`src/rtl/hazard_pkg.sv`:
```
// ============================================================================
// Module : hazard_pkg
// Shared register-index width, counter width and FSM state encodings for the
// hazard stall controller.
// Rev    : 1.0  initial release
// ============================================================================
`default_nettype none

package hazard_pkg;

    localparam int REG_W    = 5;
    localparam int MD_CNT_W = 4;

    typedef enum logic [1:0] {
        ST_IDLE    = 2'b00,
        ST_BR_WAIT = 2'b01,
        ST_MD_BUSY = 2'b10
    } state_t;

endpackage

`default_nettype wire

```
`src/rtl/hazard_reg_match.sv`:
```
// ============================================================================
// Module : hazard_reg_match
// Flags when a valid, nonzero destination register is read by the ID stage.
// Rev    : 1.0  initial release
// ============================================================================
`default_nettype none

module hazard_reg_match
    import hazard_pkg::*;
(
    input  logic [REG_W-1:0] dest,
    input  logic             valid,
    input  logic [REG_W-1:0] rs,
    input  logic [REG_W-1:0] rt,
    input  logic             usesRt,
    output logic             match
);

    logic w_nonzero;

    // r0 is hardwired to zero, so a write to it never creates a dependency
    assign w_nonzero = (dest != '0);
    assign match     = valid && w_nonzero && ((dest == rs) || (usesRt && (dest == rt)));

endmodule

`default_nettype wire

```
`src/rtl/hazard_stall_controller.sv`:
```
// ============================================================================
// Module : hazard_stall_controller
// Pipeline stall/flush control for load-use, branch-operand and multi-cycle
// mult/div hazards. Define HAZARD_STALL_COUNT_EN to add the StallCount port.
// Rev    : 1.0  initial release
// ============================================================================
`default_nettype none

module hazard_stall_controller
    import hazard_pkg::*;
#(
    parameter int MULDIV_LATENCY = 4
)
(
    input  logic             Clk,
    input  logic             Reset,
    input  logic [REG_W-1:0] ID_Rs,
    input  logic [REG_W-1:0] ID_Rt,
    input  logic             ID_UsesRt,
    input  logic             ID_Branch,
    input  logic             ID_MulDiv,
    input  logic             BranchTaken,
    input  logic             EX_MemRead,
    input  logic             EX_RegWrite,
    input  logic [REG_W-1:0] EX_WriteReg,
    input  logic             MEM_MemRead,
    input  logic [REG_W-1:0] MEM_WriteReg,
    output logic             IF_ID_Write,
    output logic             PC_Hold,
    output logic             ID_EX_Bubble,
    output logic             IF_ID_Flush
`ifdef HAZARD_STALL_COUNT_EN
    ,
    output logic [31:0]      StallCount
`endif
);

    localparam logic [MD_CNT_W-1:0] c_md_load = MD_CNT_W'(MULDIV_LATENCY - 1);

    state_t              r_state;
    state_t              w_next_state;
    logic [MD_CNT_W-1:0] r_md_count;
    logic [MD_CNT_W-1:0] w_next_count;
    logic                w_stall;
    logic                w_flush;
    logic                w_ex_load_match;
    logic                w_ex_alu_match;
    logic                w_mem_load_match;
    logic                w_data_hazard;

    hazard_reg_match u_ex_load_match (
        .dest   (EX_WriteReg),
        .valid  (EX_MemRead),
        .rs     (ID_Rs),
        .rt     (ID_Rt),
        .usesRt (ID_UsesRt),
        .match  (w_ex_load_match)
    );

    hazard_reg_match u_ex_alu_match (
        .dest   (EX_WriteReg),
        .valid  (EX_RegWrite & ~EX_MemRead),
        .rs     (ID_Rs),
        .rt     (ID_Rt),
        .usesRt (ID_UsesRt),
        .match  (w_ex_alu_match)
    );

    hazard_reg_match u_mem_load_match (
        .dest   (MEM_WriteReg),
        .valid  (MEM_MemRead),
        .rs     (ID_Rs),
        .rt     (ID_Rt),
        .usesRt (ID_UsesRt),
        .match  (w_mem_load_match)
    );

    // Non-branch consumers get ALU/MEM results by forwarding; only branches
    // resolved in ID must wait on them.
    assign w_data_hazard = w_ex_load_match | (ID_Branch & (w_ex_alu_match | w_mem_load_match));

    always_comb begin
        w_stall      = 1'b0;
        w_flush      = 1'b0;
        w_next_state = ST_IDLE;
        w_next_count = r_md_count;
        case (r_state)
            ST_IDLE: begin
                w_stall = w_data_hazard | ID_MulDiv;
                w_flush = ID_Branch & BranchTaken & ~w_stall;
                if (ID_Branch && w_ex_load_match) begin
                    w_next_state = ST_BR_WAIT;
                end else if (!w_data_hazard && ID_MulDiv) begin
                    w_next_state = ST_MD_BUSY;
                    w_next_count = c_md_load;
                end
            end
            ST_BR_WAIT: begin
                w_stall = 1'b1;
            end
            ST_MD_BUSY: begin
                w_stall = 1'b1;
                if (r_md_count <= MD_CNT_W'(1)) begin
                    w_next_count = '0;
                end else begin
                    w_next_state = ST_MD_BUSY;
                    w_next_count = r_md_count - MD_CNT_W'(1);
                end
            end
            default: begin
                w_stall = 1'b0;
            end
        endcase
    end

    always_ff @(posedge Clk) begin
        if (Reset) begin
            r_state    <= ST_IDLE;
            r_md_count <= '0;
        end else begin
            r_state    <= w_next_state;
            r_md_count <= w_next_count;
        end
    end

    assign IF_ID_Write  = w_stall & ~Reset;
    assign PC_Hold      = w_stall & ~Reset;
    assign ID_EX_Bubble = w_stall & ~Reset;
    assign IF_ID_Flush  = w_flush & ~Reset;

`ifdef HAZARD_STALL_COUNT_EN
    logic [31:0] r_stall_count;

    always_ff @(posedge Clk) begin
        if (Reset) begin
            r_stall_count <= '0;
        end else if (w_stall) begin
            r_stall_count <= r_stall_count + 32'd1;
        end
    end

    assign StallCount = Reset ? 32'd0 : r_stall_count;
`endif

endmodule

`default_nettype wire

```
`config.mk`:
```
export PLATFORM = sky130hd
export DESIGN_NAME = hazard_stall_controller
export DESIGN_NICKNAME = d
export VERILOG_FILES = /design/src/rtl/hazard_pkg.sv /design/src/rtl/hazard_reg_match.sv /design/src/rtl/hazard_stall_controller.sv
export SDC_FILE = /design/constraint.sdc
export NUM_CORES = 1
export LEC_CHECK = 0
export BUFFER_PORTS_ARGS = -buffer_cell sky130_fd_sc_hd__buf_4
export CAP_MARGIN = 0
export CELL_PAD_IN_SITES_DETAIL_PLACEMENT = 0
export CELL_PAD_IN_SITES_GLOBAL_PLACEMENT = 1
export CORE_ASPECT_RATIO = 1.4
export CORE_MARGIN = 2
export CORE_UTILIZATION = 32
export CTS_BUF_LIST = sky130_fd_sc_hd__clkbuf_4 sky130_fd_sc_hd__clkbuf_8
export DETAILED_ROUTE_END_ITERATION = 7
export PLACE_DENSITY = 0.75
export SLEW_MARGIN = 25
export SYNTH_ARGS = -nofsm -noshare
export SYNTH_HDL_FRONTEND = slang
export SYNTH_HIERARCHICAL = 1
export SYNTH_SLANG_ARGS = --single-unit
```
`constraint.sdc`:
```
create_clock -name Clk -period 2.5 [get_ports Clk]
set_input_delay 0.5 -clock Clk [delete_from_list [all_inputs] [get_ports Clk]]
set_output_delay 0.5 -clock Clk [all_outputs]
set_load 0.01 [all_outputs]
```
==> impl_metrics.yaml <==
route:
  drc: 0
  top_layer: "met4"
  antenna_left: 0
  drt-met1-wl_um: 800
  drtIter0Drc: 2
  vias_per_cell: 5.00
  met2_length_um: 1340
  drt-wirelength-per-cell_um: 13.0
  num_vias: 900
  met3_length_um: 164
  drt_first_pass_iters: 4
  wirelength_um: 2340
setup_path:
  cp.required_ns: 2.00
  crit_fanout: 3
  cp-end-kind: "output port"
  crit_path_start_kind: "input port"
  cp_data_arrival_time_ns: 2.21
  worstSetupPathType: "in -> out"
global_routing:
  grt_antenna_before_repair: 0
  grt_usage: 0.180
  grt_max_degree: 9
  grt_overflow: 0
  grt_pass1_vias: 967
  grt_pass1_wl_um: 4000
synthesis:
  postSynthAreaPerCell_sq_um: 8.20
  netlist.area_leader.share: 0.224
  yosysUniqueCellTypes: 28
  synth.top_cells.by_area: "xor2_1, dfxtp_1, xnor2_1, ha_1, nor4_2"
  yosysSeqAreaShare: 0.147
  synth_warnings: 6
  netlist_instances: 100
  ys_ff_latch: 6
  syn-cell-area_sq_um: 820
  yosysTopAreaCell: "xor2_1"
  synth_nets: 134
die:
  io_pins: 33
  fp.dieW_um: 46.8
  core_sq_mm: 0.00242
  die_y_um: 63.9
  die_area_sq_mm: 0.00299
  rows: 21
  start_util: 0.339
sta:
  rsz0062_at_grt: "yes"
  skew_ns: 0.00140
  final.setup.worst_slack_ns: -0.212
  period_minus_slack_ns: 2.71
  report.final.slew_viol_count: 0
  setup_viol: 4
  timing.fmax_ghz: 0.369
  relSlewSlack: 0.799
  timing.setup.tns_ns: -0.814
  holdWs_ns: 0.475
  hold_viol: 0
  finalCritPeriodShare: 1.08
  tightestPinTransition_ns: 0.299
finish:
  multiInputGateArea_sq_um: 701
  stdcell_count: 180
  drive_above_1_share: 0.418
  syn2layout_area_growth_pct: 52.1
  num_antenna_cells: 0
  nets: 182
  seq_area_sq_um: 120
  fillers: 260
power:
  p_comb_frac: 0.495
  pwr-share-seq: 0.269
  intPower_w: 0.000264
  total_power_w: 0.000405
  switchingPower_w: 0.000141
  p_clk_frac: 0.236
  vdd_ir_drop_max_v: 0.000118
  leakagePower_nw: 0.534
  powerDensity_mw_per_mm2: 325
  switching_share: 0.349
run_status:
  violations: "setup timing"
  status: "finished, violations left"
clock_network:
  ctsRootBufferMaster: "clkbuf_4"
  insertion_delay_ns: 0.25
  cts_tree: "yes"
  htreeDepth: 1
  cts_buffers: 3
  clockBufferDepth: 2
  clkTransAtPathRegs_ns: 0.05
  cts_hold_buf: 0
  cts_sinks: 6
place:
  dpl_worst_slack_ns: -0.192
  dp_cells: 176
  port_buffers: 32
  place.gp.congestion: 0.804
  hpwl_um: 1960
flow_run:
  cap_violations: 0
worst_hold_path:
  hold_path_class: "in -> reg"
-- worst max-delay path, stage by stage --
cell and delay (ns):
buf_6 0.09, or4_4 0.52, o21ai_2 0.14, a21oi_1 0.06, o21a_1 0.20, or3_4 0.34, a21oi_2 0.15, nor3_2 0.07
buf_4 0.14
-- logic make-up (layout without fill, tap and decap cells) --
| group | Yosys count | count (layout) | share of synthesized area |
|---|---|---|---|
| simple gates | 33 | 33 | 0.266 |
| flops | 6 | 6 | 0.147 |
| buf+inv | 6 | 52 | 0.0366 |
| xor+xnor | 30 | 30 | 0.321 |
| fa+ha+maj | 5 | 5 | 0.0763 |
| compound gates | 20 | 20 | 0.154 |
-- state kept, by name, summed over array words and instances, names as in the netlist --
name / count
r_md_count: 4
r_state: 2
-- worst paths after layout --
check | from | slack, ns | endpoint | depth (start not counted)
worst max-delay path | MEM_WriteReg[1] | -0.21 | IF_ID_Write | 9
worst min-delay path | Reset | 0.47 | r_md_count[3] | 2
worst max register to register | r_state[0] | 0.77 | r_md_count[2] | 6
worst min register to register | r_md_count[1] | 0.54 | r_md_count[1] | 2
-- power by group through the flow --
stage          Sequential [W]  Combinational, W  Clock [W]
2_1_floorplan        0.000110          0.000104          0
4_1_cts              0.000109          0.000197  0.0000972
5_1_grt              0.000110          0.000223   0.000102
3_3_place_gp         0.000111          0.000190          0
6_report             0.000109          0.000201  0.0000954
3_5_place_dp         0.000111          0.000195          0
-- timing repair --
action | in CTS | in global routing
gates resized for setup | 2 | 5
pin swaps | 1 | 1
setup buffers | 0 | 1
setup endpoints to repair | 4 | 4
-- placed cells by master (no fill, tap or decap), drive strengths merged --
cell type and n:
nand3b 1, nand2 2, nand4b 1, nor3 5, or2 1, nor2b 2
o311a 1, nor2 2, inv 4, xnor2 9, or3 2, o31ai 1
o21ai 4, o21a 4, ha 5, or4 4, dfxtp 6, a31oi 1
or4b 1, buf 45, nand3 7, nand2b 1, a21oi 7, nor4 3
xor2 21, a221oi 2, clkbuf 3, and4b 1
-- cells in the mapped netlist --
cell,count
nand2_1,2
xor2_1,21
o31ai_1,1
ha_1,5
nor3_1,5
nor2b_1,2
nor2_1,2
o21ai_1,3
xnor2_1,9
a221oi_1,2
inv_1,4
o311a_1,1
or4b_1,1
nand3_1,7
or4_1,4
or2_2,1
nand2b_1,1
nand3b_1,1
dfxtp_1,6
nand4b_1,1
buf_4,2
o21ai_0,1
nor4_2,3
o21a_1,4
and4b_2,1
or3_1,2
a21oi_1,7
a31oi_1,1
-- metrics by stage --
step,util,cell area (sq um)
5_1_grt,0.516,1250
6_report,0.516,1250
3_5_place_dp,0.493,1190
4_1_cts,0.505,1220
3_3_place_gp,0.493,1190
2_1_floorplan,-,833
-- per-layer routing --
layer / vias up / global-route usage
li1: 452 / -
met1: 405 / 0.183
met2: 38 / 0.342
met3: 5 / 0.0169
met4: 0 / 0.0729
met5: - / 0
-- area by class of cell --
cell class                      count  area share
Multi-Input combinational cell     88       0.562
Sequential cell                     6      0.0964
Timing Repair Buffer               45       0.277
Clock buffer                        3      0.0181
Inverter                            4      0.0120
Tap cell                           34      0.0341
(Power assumes the default switching activity.)
